--- src/rtl/code_lock_seq.sv ---
// Digit-code lock: sequential key entry with try counting, timed lockout,
// idle auto-relock and in-place reprogramming of the code while unlocked.
module code_lock_seq #(
  parameter int CODE_LEN = 4,
  parameter int KEY_W = 3,
  parameter logic [CODE_LEN*KEY_W-1:0] DEFAULT_CODE = {3'd3, 3'd2, 3'd1, 3'd1},
  parameter int MAX_TRIES = 3,
  parameter int LOCKOUT_CYC = 1000,
  parameter int UNLOCK_CYC = 500,
  parameter int ENTRY_TO = 200
) (
  input  logic                             clk,
  input  logic                             rst,
  input  logic                             key_valid,
  input  logic [KEY_W-1:0]                 key_val,
  input  logic                             prog_en,
  input  logic                             relock,
  output logic                             unlock,
  output logic                             lockout,
  output logic                             fail_pulse,
  output logic                             prog_done,
  output logic [$clog2(MAX_TRIES+1)-1:0]   tries_left
);

  localparam int CNT_W = $clog2(MAX_TRIES + 1);
  localparam int IDX_W = $clog2(CODE_LEN);
  localparam int MAX_A = (LOCKOUT_CYC > UNLOCK_CYC) ? LOCKOUT_CYC : UNLOCK_CYC;
  localparam int MAX_CYC = (MAX_A > ENTRY_TO) ? MAX_A : ENTRY_TO;
  localparam int TMR_W = $clog2(MAX_CYC + 1);

  localparam logic [IDX_W-1:0] LAST_IDX    = IDX_W'(CODE_LEN - 1);
  localparam logic [TMR_W-1:0] LOCK_LAST   = TMR_W'(LOCKOUT_CYC - 1);
  localparam logic [TMR_W-1:0] UNLOCK_LAST = TMR_W'(UNLOCK_CYC - 1);
  localparam logic [TMR_W-1:0] ENTRY_LAST  = TMR_W'(ENTRY_TO - 1);
  localparam logic [CNT_W-1:0] TRIES_MAX   = CNT_W'(MAX_TRIES);

  typedef enum logic [2:0] {
    S_IDLE,
    S_ENTRY,
    S_UNLOCKED,
    S_PROGRAM,
    S_LOCKOUT
  } state_t;

  state_t                             state_q, state_d;
  logic [IDX_W-1:0]                   idx_q, idx_d;
  logic                               mismatch_q, mismatch_d;
  logic [CNT_W-1:0]                   fail_cnt_q, fail_cnt_d;
  logic [TMR_W-1:0]                   timer_q, timer_d;
  logic [CODE_LEN-1:0][KEY_W-1:0]     code_q, code_d;
  logic [CODE_LEN-1:0][KEY_W-1:0]     shadow_q, shadow_d;
  logic                               unlock_q, unlock_d;
  logic                               lockout_q, lockout_d;
  logic                               fail_pulse_q, fail_pulse_d;
  logic                               prog_done_q, prog_done_d;
  logic [CNT_W-1:0]                   tries_left_q, tries_left_d;

  logic                               key_hit;
  logic [CNT_W-1:0]                   fail_inc;

  assign key_hit  = (key_val == code_q[idx_q]);
  assign fail_inc = fail_cnt_q + 1'b1;

  always_comb begin
    state_d      = state_q;
    idx_d        = idx_q;
    mismatch_d   = mismatch_q;
    fail_cnt_d   = fail_cnt_q;
    timer_d      = timer_q;
    code_d       = code_q;
    shadow_d     = shadow_q;
    fail_pulse_d = 1'b0;
    prog_done_d  = 1'b0;

    case (state_q)
      S_IDLE: begin
        if (key_valid) begin
          mismatch_d = !key_hit;
          idx_d      = IDX_W'(1);
          timer_d    = '0;
          state_d    = S_ENTRY;
        end
      end

      // Every digit is consumed even after a mismatch so timing leaks nothing.
      S_ENTRY: begin
        if (key_valid) begin
          timer_d = '0;
          if (idx_q == LAST_IDX) begin
            idx_d      = '0;
            mismatch_d = 1'b0;
            if (mismatch_q || !key_hit) begin
              fail_pulse_d = 1'b1;
              fail_cnt_d   = fail_inc;
              state_d      = (fail_inc >= TRIES_MAX) ? S_LOCKOUT : S_IDLE;
            end else begin
              fail_cnt_d = '0;
              state_d    = S_UNLOCKED;
            end
          end else begin
            idx_d      = idx_q + 1'b1;
            mismatch_d = mismatch_q | !key_hit;
          end
        end else if (timer_q == ENTRY_LAST) begin
          state_d    = S_IDLE;
          idx_d      = '0;
          mismatch_d = 1'b0;
          timer_d    = '0;
        end else begin
          timer_d = timer_q + 1'b1;
        end
      end

      S_UNLOCKED: begin
        if (relock) begin
          state_d = S_IDLE;
          timer_d = '0;
        end else if (key_valid) begin
          timer_d = '0;
          if (prog_en) begin
            shadow_d[0] = key_val;
            idx_d       = IDX_W'(1);
            state_d     = S_PROGRAM;
          end
        end else if (timer_q == UNLOCK_LAST) begin
          state_d = S_IDLE;
          timer_d = '0;
        end else begin
          timer_d = timer_q + 1'b1;
        end
      end

      S_PROGRAM: begin
        if (relock) begin
          state_d = S_IDLE;
          idx_d   = '0;
          timer_d = '0;
        end else if (!prog_en) begin
          state_d = S_UNLOCKED;
          idx_d   = '0;
          timer_d = '0;
        end else if (key_valid) begin
          if (idx_q == LAST_IDX) begin
            code_d        = shadow_q;
            code_d[idx_q] = key_val;
            prog_done_d   = 1'b1;
            state_d       = S_UNLOCKED;
            idx_d         = '0;
            timer_d       = '0;
          end else begin
            shadow_d[idx_q] = key_val;
            idx_d           = idx_q + 1'b1;
          end
        end
      end

      S_LOCKOUT: begin
        if (timer_q == LOCK_LAST) begin
          state_d    = S_IDLE;
          fail_cnt_d = '0;
          timer_d    = '0;
        end else begin
          timer_d = timer_q + 1'b1;
        end
      end

      default: begin
        state_d = S_IDLE;
        idx_d   = '0;
        timer_d = '0;
      end
    endcase

    unlock_d     = (state_d == S_UNLOCKED) || (state_d == S_PROGRAM);
    lockout_d    = (state_d == S_LOCKOUT);
    tries_left_d = TRIES_MAX - fail_cnt_d;
  end

  always_ff @(posedge clk or posedge rst) begin
    if (rst) begin
      state_q      <= S_IDLE;
      idx_q        <= '0;
      mismatch_q   <= 1'b0;
      fail_cnt_q   <= '0;
      timer_q      <= '0;
      code_q       <= DEFAULT_CODE;
      shadow_q     <= '0;
      unlock_q     <= 1'b0;
      lockout_q    <= 1'b0;
      fail_pulse_q <= 1'b0;
      prog_done_q  <= 1'b0;
      tries_left_q <= TRIES_MAX;
    end else begin
      state_q      <= state_d;
      idx_q        <= idx_d;
      mismatch_q   <= mismatch_d;
      fail_cnt_q   <= fail_cnt_d;
      timer_q      <= timer_d;
      code_q       <= code_d;
      shadow_q     <= shadow_d;
      unlock_q     <= unlock_d;
      lockout_q    <= lockout_d;
      fail_pulse_q <= fail_pulse_d;
      prog_done_q  <= prog_done_d;
      tries_left_q <= tries_left_d;
    end
  end

  assign unlock     = unlock_q;
  assign lockout    = lockout_q;
  assign fail_pulse = fail_pulse_q;
  assign prog_done  = prog_done_q;
  assign tries_left = tries_left_q;

endmodule

--- config.mk ---
export PLATFORM = sky130hd
export DESIGN_NAME = code_lock_seq
export DESIGN_NICKNAME = d
export VERILOG_FILES = /design/src/rtl/code_lock_seq.sv
export SDC_FILE = /design/constraint.sdc
export NUM_CORES = 1
export LEC_CHECK = 0
export CAP_MARGIN = 0
export CORE_UTILIZATION = 60
export CTS_BUF_LIST = sky130_fd_sc_hd__clkbuf_8
export DETAILED_ROUTE_END_ITERATION = 16
export GPL_ROUTABILITY_DRIVEN = 0
export PLACE_DENSITY = 0.8
export SKIP_CTS_REPAIR_TIMING = 1
export SYNTH_ARGS = -nofsm -noshare
export SYNTH_HDL_FRONTEND = slang
export SYNTH_SLANG_ARGS = --single-unit
--- constraint.sdc ---
create_clock -name clk -period 2.19 [get_ports clk]
set_input_delay 0.5475 -clock clk [delete_from_list [all_inputs] [get_ports clk]]
set_output_delay 0.5475 -clock clk [all_outputs]
set_load 0.02 [all_outputs]
==> out/metrics.yaml <==
outcome:
  status: "finished clean"
power_and_ir_drop:
  p_comb_share_pct: 31.4
  p_switching_w: 0.0007919
  p_leak_nw: 1.257
  power_density_nw_per_um2: 807.3
  p_clk_share_pct: 22.5
  ir_drop_uv: 483.6
  power_frac_seq_pct: 46.1
  swShare_pct: 33.62
  p_int_w: 0.001564
  total_power_w: 0.002355
routing:
  wl_per_cell_um: 15.51
  first_pass_iters: 4
  vias: 1893
  ant_nets: 0
  drt_iter0_drc: 205
  wl_um: 4994
  via_per_inst: 5.879
  drc_errors: 0
sta:
  timing.final.crit_share_pct: 93.22
  fin_crit_ns: 2.042
  finClkSkew_ns: 0.004486
  rsz0062_at_grt: "false"
  slew_headroom_pct: 64.13
  setup_violations: 0
  fmax_mhz: 489.8
  setup_ws_ns: 0.1484
  finalHoldViolCount: 0
  slew_viol_final: 0
  tightest_slew_ns: 0.5339
finish:
  area_delta_synth_final_pct: 14.71
  layout-drive-gt1-share_pct: 21.32
  nNetsFinal: 285
  fillers: 317
  n_antenna_cell: 0
critical_path:
  r2r-end: "timer_q[2]$_DFFE_PP0P_"
  cp_data_arrival_time_ns: 2.25
  r2r_slack_ns: 0.24
  ff2ff_path_depth: 6
  start_kind: "input pin"
  required_ns: 2.40
  worstPathMaxFanout: 7
  critPathKind: "in2reg"
  reg2reg_from: "timer_q[0]$_DFFE_PP0P_"
  endpoint_kind: "flip-flop"
global_route:
  antenna_found_initial: 0
  grt.total_usage_pct: 25.60
  grt.overflow.total: 0
  grt_pass1_wl_um: 8411
  grt_pass1_vias: 1801
  grt_max_degree: 46
floorplan:
  core-area_sq_um: 4029
  io_pins: 14
  die_y_um: 67.11
  fp.dieW_um: 67.11
  rows: 23
  dieArea_sq_um: 4504
  start_util_pct: 63.14
logic_synthesis:
  syn_area_per_cell_sq_um: 10.34
  syn-num-nets: 260
  syn_area_sq_um: 2544
  yosys_warnings: 0
  yosysUniqueCellTypes: 58
  async_flop_share_pct: 100.0
  netlist.area_leader.share_pct: 37.38
  synthTopCellsByCount: "dfrtp_1, nand2_1, o21ai_0"
  ys_ff_latch: 45
  synth_most_common_cell: "dfrtp_1"
  seq_area_frac_synth_pct: 44.61
  synth_flop_cell: "dfrtp_1"
  syn_inst: 246
  synth.area.top_cells: "dfrtp_1, mux2i_1, dfstp_2, mux2_2, nand2_1"
  synth-edff-count: 0
  synth_area_leader_cell: "dfrtp_1"
clocking:
  cts_root_buf: "clkbuf_8"
  tritoncts: "built"
  cts_buffer_depth: 2
  cts_sinks: 45
  cts-buffers-inserted: 5
  cts_max_level: 2
  clock_latency_ns: 0.30
  clkTransAtPathRegs_ns: 0.08
run:
  drv_cap: 0
min_path:
  hold_class: "reg2reg"
  worstHoldStart: "code_q[3]$_DFFE_PP1P_"
  min_path_cells: 2
  min_to: "code_q[3]$_DFFE_PP1P_"
place:
  portBuffers: 13
  pre_cts_slack_ns: -0.1741
  hpwl_um: 3662
==> state kept, by name, summed over array words and instances (netlist names), 2 cells and up <==
| name | flops |
|---|---|
| fail_cnt_q | 2 |
| timer_q | 10 |
| tries_left | 2 |
| state_q | 3 |
| code_q | 12 |
| shadow_q | 9 |
| idx_q | 2 |
==> worst max-delay path, stage by stage <==
cell             delay, ns
clkdlybuf4s50_1       0.41
buf_4                 0.14
nor3b_1               0.36
nand2_1               0.17
a22oi_4               0.31
nor3_4                0.10
nor3_1                0.22
==> cell families after synthesis <==
kind of cell	Yosys count	share of synthesized area, %
XOR/XNOR	6	2.066
multiplexers	32	13.67
flip-flops	45	44.61
adder cells (fa/ha/maj)	6	2.951
buffers and inverters	21	4.377
AO/OA/AOI/OAI	48	12.74
AND/OR/NAND/NOR	88	19.58
==> stage by stage <==
step / utilization [%] / hold WS, ns / setup TNS, ns / area (sq um) / std cells
2_1_floorplan: - / 0.4347 / 0 / 2544 / 246
3_3_place_gp: 70.09 / 0.4605 / -1.139 / 2824 / 314
3_5_place_dp: 70.09 / 0.4704 / -1.659 / 2824 / 314
4_1_cts: 72.42 / 0.4877 / 0 / 2918 / 322
5_1_grt: 72.42 / 0.5159 / 0 / 2918 / 322
6_report: 72.42 / 0.4816 / 0 / 2918 / 322
==> cell type report <==
class	instances	area [sq um]	area share (%)
Inverter	9	33.78	1.158
Tap cell	50	62.56	2.144
Timing Repair Buffer	30	295.3	10.12
Sequential cell	45	1135	38.89
Clock buffer	6	82.58	2.830
Clock inverter	2	11.26	0.3859
Multi-Input combinational cell	180	1297	44.47
==> layout by cell type (no fill, tap or decap), types with 3 or more instances in the layout <==
cell type        synthesis  routed
dfrtp_1                 38      38
nand2_1                 28      28
o21ai_0                 21      21
mux2i_1                 19      19
nor2_1                  14      14
buf_4                    1      14
clkdlybuf4s50_1          0      13
mux2_2                  12      12
nor3_1                  10      10
inv_1                    8       8
dfstp_2                  7       7
nand3_1                  6       6
and3_1                   6       6
ha_1                     6       6
clkbuf_8                 0       6
o31ai_1                  4       4
xnor2_1                  4       4
o21ai_1                  3       3
a21oi_1                  3       3
buf_12                   0       3
==> power groups by stage <==
| stage | Sequential [W] | Clock (W) | Combinational [W] |
|---|---|---|---|
| floorplan | 0.00107 | 0 | 0.000556 |
| global placement | 0.00109 | 0 | 0.000712 |
| detailed placement | 0.00110 | 0 | 0.000732 |
| CTS | 0.00109 | 0.000545 | 0.000741 |
| global route | 0.00110 | 0.000580 | 0.000819 |
| finish | 0.00109 | 0.000531 | 0.000739 |
==> worst max-delay path by stage <==
stage	start	slack (ns)	to	cells after the start
6_report	relock	0.15	timer_q[3]$_DFFE_PP0P_	7
5_1_grt	relock	0.03	timer_q[3]$_DFFE_PP0P_	7
4_1_cts	relock	0.14	timer_q[3]$_DFFE_PP0P_	7
3_5_place_dp	relock	-0.17	timer_q[3]$_DFFE_PP0P_	7
3_3_place_gp	relock	-0.13	timer_q[6]$_DFFE_PP0P_	7
2_1_floorplan	idx_q[0]$_DFFE_PP0P_	0.48	timer_q[2]$_DFFE_PP0P_	6
==> metal layers <==
metal | track usage (%) | vias to the layer above | part of all wire (%)
li1 | - | 927 | -
met1 | 29.43 | 914 | 43
met2 | 45.13 | 38 | 52
met3 | 5.308 | 14 | 3.0
met4 | 11.70 | 0 | 2.7
met5 | 0 | - | 0
(Power assumes the default switching activity.)
==> RTL change 1: new RTL, same settings <==
`MAX_TRIES`: 3 -> 6.
--- a/src/rtl/code_lock_seq.sv
+++ b/src/rtl/code_lock_seq.sv
@@ -5,5 +5,5 @@
   parameter int KEY_W = 3,
   parameter logic [CODE_LEN*KEY_W-1:0] DEFAULT_CODE = {3'd3, 3'd2, 3'd1, 3'd1},
-  parameter int MAX_TRIES = 3,
+  parameter int MAX_TRIES = 6,
   parameter int LOCKOUT_CYC = 1000,
   parameter int UNLOCK_CYC = 500,
Interface: changed (resized tries_left); port bits go from 14 to 15. The function was not compared with the original's and may differ.
==> RTL change 1 against the unedited design <==
The flow now finishes with violations (negative setup slack); wire length rose by 22%; total power rose by 26%; worst setup slack got worse by 460 ps; critical endpoint is now tries_left[2]; sequential cell count rose by 1; area after synthesis rose by 1.7%; final cell count rose by 16%; sequential share of layout area fell by 4.5 points; synthesized cell count rose by 3.3%; cell area rose by 16%.
==> RTL change 1: results (changes against the unedited design) <==
\begin{tabular}{lr}
\hline
Metric & Value \\
\hline
\multicolumn{2}{l}{\textbf{Detailed routing}} \\
\quad Iteration-0 DRC Markers & 114 (was 205) \\
\quad Amount of wire on met2 after detailed routing & 3.09 mm (was 2.59 mm) \\
\quad Total met3 wirelength after detailed routing & 146 um (was 149 um) \\
\quad Total via count in the routed design & 2172 (was 1893) \\
\multicolumn{2}{l}{\textbf{Synth}} \\
\quad Share of synthesized area occupied by flip-flops and latches & 44.8\% (was 44.6\%) \\
\quad Post-synthesis cell count & 254 (was 246) \\
\quad Count of cell types in the netlist & 56 (was 58) \\
\multicolumn{2}{l}{\textbf{Placed design}} \\
\quad Number of buffer cells added on primary ports & 14 (was 13) \\
\quad Placement Cell Area & 3160 um\^{}2 (was 2820 um\^{}2) \\
\quad Cell count after placement & 358 (was 314) \\
\multicolumn{2}{l}{\textbf{Power}} \\
\quad Cell internal power dissipation & 1.89 mW (was 1.56 mW) \\
\quad Leakage & 1.63 nW (was 1.26 nW) \\
\quad Worst ir drop on vdd & 0.529 mV (was 0.484 mV) \\
\multicolumn{2}{l}{\textbf{Global route}} \\
\quad First-pass GRT wire length & 9.60 mm (was 8.41 mm) \\
\quad Vias in the first global route & 2112 (was 1801) \\
\quad Maximum number of pins on one net before global-route repair & 47 (was 46) \\
\multicolumn{2}{l}{\textbf{STA}} \\
\quad Worst-case setup margin in the final layout & -307 ps (was 148 ps) \\
\quad Actual transition at the worst max-transition pin & 448 ps (was 534 ps) \\
\quad Final setup violation count & 1 (was 0) \\
\multicolumn{2}{l}{\textbf{Outcome}} \\
\quad Violations in the final reports & negative setup slack \\
\quad Outcome & complete, but fails checks (was completed) \\
\multicolumn{2}{l}{\textbf{Critical path}} \\
\quad Critical-path top delay cell & sky130\_fd\_sc\_hd\_\_mux4\_2 (was sky130\_fd\_sc\_hd\_\_clkdlybuf4s50\_1) \\
\quad Maximum fanout along the worst path & 4 (was 7) \\
\quad Kind of cell with the highest combined delay on the critical path & compound AO/OA/AOI/OAI gates (was simple AND/OR/NAND/NOR gates) \\
\quad CP Data Arrival Time & 2730 ps (was 2250 ps) \\
\multicolumn{2}{l}{\textbf{Final layout}} \\
\quad Fraction of final layout cells sized beyond drive strength 1 & 37.2\% (was 21.3\%) \\
\quad Filler cell count in the final layout & 225 (was 317) \\
\hline
\end{tabular}
[RTL change 1: cell type report]
class | count | area (um^2) | area share (%)
Clock inverter | 3 | 21.3 | 0.630
Tap cell | 50 | 62.6 | 1.85
Timing Repair Buffer | 74 | 618 | 18.3
Multi-Input combinational cell | 181 | 1390 | 41.3
Sequential cell | 46 | 1160 | 34.4
Inverter | 14 | 52.6 | 1.56
Clock buffer | 5 | 68.8 | 2.04
[RTL change 1: power groups by stage]
| stage | sequential (mW) | clock [mW] | combinational (mW) |
|---|---|---|---|
| global route | 1.09 | 0.567 | 1.50 |
| CTS | 1.07 | 0.531 | 1.25 |
| detailed placement | 1.09 | 0 | 1.23 |
| global placement | 1.08 | 0 | 1.20 |
| finish | 1.07 | 0.524 | 1.38 |
| floorplan | 1.10 | 0 | 0.740 |
[RTL change 1: worst paths after layout]
| kind | startpoint | end | slack (ps) | cells after the start |
|---|---|---|---|---|
| worst min-delay path | timer_q[0] | timer_q[0] | 500 | 1 |
| min in group asynchronous | rst | shadow_q[3] | 580 | 3 |
| worst min register to register | timer_q[0] | timer_q[0] | 500 | 1 |
| worst max-delay path | idx_q[0] | tries_left[2] | -310 | 11 |
| max in group asynchronous | rst | tries_left[2] | 1330 | 3 |
| worst max register to register | idx_q[0] | tries_left[2] | -310 | 11 |
[RTL change 1: logic make-up after synthesis]
kind of cell | after synthesis | synth area share (%)
xor+xnor | 5 | 1.69
simple gates | 72 | 14.9
flops | 46 | 44.8
buf+inv | 27 | 4.98
fa+ha+maj | 8 | 3.87
mux | 29 | 12.3
compound gates | 67 | 17.4
[RTL change 1: metal layers]
metal	up-vias	track usage, %
met5	-	0
met2	39	47.4
li1	1059	-
met3	14	6.93
met1	1060	34.8
met4	0	13.8
==> RTL change 2: new RTL, same flow settings <==
Without the edit above. Register the inputs `key_valid`, `key_val`, `prog_en` and `relock` before use, with the module's reset. The logic sees them one clock later.
--- a/src/rtl/code_lock_seq.sv
+++ b/src/rtl/code_lock_seq.sv
@@ -43,4 +43,23 @@
   } state_t;
 
+  logic key_valid_q;
+  logic [KEY_W-1:0] key_val_q;
+  logic prog_en_q;
+  logic relock_q;
+
+  always_ff @(posedge clk or posedge rst) begin
+    if (rst) begin
+      key_valid_q <= '0;
+      key_val_q   <= '0;
+      prog_en_q   <= '0;
+      relock_q    <= '0;
+    end else begin
+      key_valid_q <= key_valid;
+      key_val_q   <= key_val;
+      prog_en_q   <= prog_en;
+      relock_q    <= relock;
+    end
+  end
+
   state_t                             state_q, state_d;
   logic [IDX_W-1:0]                   idx_q, idx_d;
@@ -59,5 +78,5 @@
   logic [CNT_W-1:0]                   fail_inc;
 
-  assign key_hit  = (key_val == code_q[idx_q]);
+  assign key_hit  = (key_val_q == code_q[idx_q]);
   assign fail_inc = fail_cnt_q + 1'b1;
 
@@ -75,5 +94,5 @@
     case (state_q)
       S_IDLE: begin
-        if (key_valid) begin
+        if (key_valid_q) begin
           mismatch_d = !key_hit;
           idx_d      = IDX_W'(1);
@@ -85,5 +104,5 @@
       // Every digit is consumed even after a mismatch so timing leaks nothing.
       S_ENTRY: begin
-        if (key_valid) begin
+        if (key_valid_q) begin
           timer_d = '0;
           if (idx_q == LAST_IDX) begin
@@ -113,11 +132,11 @@
 
       S_UNLOCKED: begin
-        if (relock) begin
+        if (relock_q) begin
           state_d = S_IDLE;
           timer_d = '0;
-        end else if (key_valid) begin
-          timer_d = '0;
-          if (prog_en) begin
-            shadow_d[0] = key_val;
+        end else if (key_valid_q) begin
+          timer_d = '0;
+          if (prog_en_q) begin
+            shadow_d[0] = key_val_q;
             idx_d       = IDX_W'(1);
             state_d     = S_PROGRAM;
@@ -132,16 +151,16 @@
 
       S_PROGRAM: begin
-        if (relock) begin
+        if (relock_q) begin
           state_d = S_IDLE;
           idx_d   = '0;
           timer_d = '0;
-        end else if (!prog_en) begin
+        end else if (!prog_en_q) begin
           state_d = S_UNLOCKED;
           idx_d   = '0;
           timer_d = '0;
-        end else if (key_valid) begin
+        end else if (key_valid_q) begin
           if (idx_q == LAST_IDX) begin
             code_d        = shadow_q;
-            code_d[idx_q] = key_val;
+            code_d[idx_q] = key_val_q;
             prog_done_d   = 1'b1;
             state_d       = S_UNLOCKED;
@@ -149,5 +168,5 @@
             timer_d       = '0;
           end else begin
-            shadow_d[idx_q] = key_val;
+            shadow_d[idx_q] = key_val_q;
             idx_d           = idx_q + 1'b1;
           end
Behaviour: not the same (a bounded check fails within 10 cycles, from zero or initial values and one cycle with rst high).
==> RTL change 2 against the unedited design <==
Total power grew 4.6%; global-route usage shrank 1.6 points; cell area grew 0.90%; combinational power shrank 1%; sequential cell count grew 6; die area grew 3.9%; worst setup slack gained 83 ps; fmax grew 4.2%; area after synthesis grew 4.0%; first-iteration DRC count shrank 53%; wire length shrank 5.1%; final cell count shrank 3.1%; hold slack lost 4.2 ps; largest cell class is now sequential cells.
==> RTL change 2: results (changes against the unedited design) <==
\begin{tabular}{lr}
\hline
Metric & Value \\
\hline
\multicolumn{2}{l}{\textbf{Power}} \\
\quad Cell internal power dissipation & 1.67 mW (was 1.56 mW) \\
\quad Worst ir drop on vdd & 0.501 mV (was 0.484 mV) \\
\multicolumn{2}{l}{\textbf{Critical path}} \\
\quad CP Data Arrival Time & 1410 ps (was 2250 ps) \\
\quad Max incr delay on CP & 590 ps (was 410 ps) \\
\quad Maximum fanout along the worst path & 1 (was 7) \\
\quad Critical Path Source & tries\_left[0] (was relock) \\
\multicolumn{2}{l}{\textbf{Global route}} \\
\quad Total GRT Usage & 24.0\% (was 25.6\%) \\
\quad First-pass GRT wire length & 8.01 mm (was 8.41 mm) \\
\quad Maximum number of pins on one net before global-route repair & 52 (was 46) \\
\quad Vias in the first global route & 1700 (was 1801) \\
\multicolumn{2}{l}{\textbf{Placed design}} \\
\quad Worst setup timing slack at the placement stage & 272 ps (was -174 ps) \\
\quad Placement Cell Area & 2840 um\^{}2 (was 2820 um\^{}2) \\
\quad Cell count after placement & 304 (was 314) \\
\multicolumn{2}{l}{\textbf{Final layout}} \\
\quad Filler cell count in the final layout & 323 (was 317) \\
\multicolumn{2}{l}{\textbf{Detailed routing}} \\
\quad Iteration-0 DRC Markers & 97 (was 205) \\
\quad Total via count in the routed design & 1818 (was 1893) \\
\multicolumn{2}{l}{\textbf{Worst hold path}} \\
\quad Startpoint of the tightest hold check path & fail\_cnt\_q[0] (was code\_q[3]) \\
\multicolumn{2}{l}{\textbf{Synth}} \\
\quad Cell types with the highest counts after synthesis & 44 x sky130\_fd\_sc\_hd\_\_dfrtp\_1, 23 x sky130\_fd\_sc\_hd\_\_nor2\_1, 16 x sky130\_fd\_sc\_hd\_\_nand2\_1, 14 x sky130\_fd\_sc\_hd\_\_mux2i\_1 (was 38 x sky130\_fd\_sc\_hd\_\_dfrtp\_1, 28 x sky130\_fd\_sc\_hd\_\_nand2\_1, 21 x sky130\_fd\_sc\_hd\_\_o21ai\_0, 19 x sky130\_fd\_sc\_hd\_\_mux2i\_1, 14 x sky130\_fd\_sc\_hd\_\_nor2\_1) \\
\quad Xor/xnor cell area share of the yosys netlist & 2.32\% (was 2.07\%) \\
\quad Mapped Nets & 259 (was 260) \\
\quad Post-synthesis cell count & 245 (was 246) \\
\quad Complex-gate fraction of the synthesized area & 14.0\% (was 12.7\%) \\
\quad Count of cell types in the netlist & 57 (was 58) \\
\multicolumn{2}{l}{\textbf{Outcome}} \\
\quad Outcome & completed (unchanged) \\
\multicolumn{2}{l}{\textbf{STA}} \\
\quad Worst max-slew margin expressed relative to the limit & 69.0\% (was 64.1\%) \\
\quad Final Skew & 7.08 ps (was 4.49 ps) \\
\hline
\end{tabular}
-- RTL change 2: cell count changes in the layout (fill, tap and decap cells not counted), sizes merged, moves of 3 or more --
cell   change
a21oi      +9
dfrtp      +6
o31ai      -4
mux2i      -5
inv        +4
nand2     -12
o21ai      -4
nor2      +10
and3       -4
nor3       -3
buf       -11
-- RTL change 2: cell type report --
class                           instances  share of cell area, %
Clock buffer                            7                   3.27
Clock inverter                          1                  0.127
Multi-Input combinational cell        172                   42.9
Sequential cell                        51                   43.6
Timing Repair Buffer                   19                   6.37
Tap cell                               50                   2.12
Inverter                               12                   1.53
-- RTL change 2: power groups by stage --
| stage | Combinational (mW) | Clock, mW | Sequential, mW |
|---|---|---|---|
| after global routing | 0.810 | 0.642 | 1.18 |
| after CTS | 0.728 | 0.587 | 1.16 |
| after floorplan | 0.575 | 0 | 1.15 |
| final | 0.728 | 0.574 | 1.16 |
| after detailed placement | 0.721 | 0 | 1.18 |
| after global placement | 0.715 | 0 | 1.17 |
-- RTL change 2: worst paths after layout --
path | slack, ps | end | cells after the start
max | 230 | tries_left[0] | 1
min | 480 | tries_left[0] | 1
max reg2reg | 260 | idx_q[1] | 6
min reg2reg | 480 | tries_left[0] | 1
max in group asynchronous | 1280 | tries_left[0] | 3
min in group asynchronous | 620 | relock_q | 3
-- RTL change 2: layer usage --
layer / vias to the layer above / wire [um] / GRT usage (%)
met5: - / 0 / 0
met4: 0 / 70 / 8.33
met3: 7 / 156 / 6.67
met2: 32 / 2130 / 34.3
met1: 884 / 2380 / 34.7
li1: 895 / - / -
-- RTL change 2: stage by stage --
stage | hold WS [ps] | utilization, %
after floorplan | 435 | -
after global placement | 458 | 69.1
after detailed placement | 457 | 69.1
after CTS | 473 | 71.5
after global routing | 521 | 71.5
final | 477 | 71.5
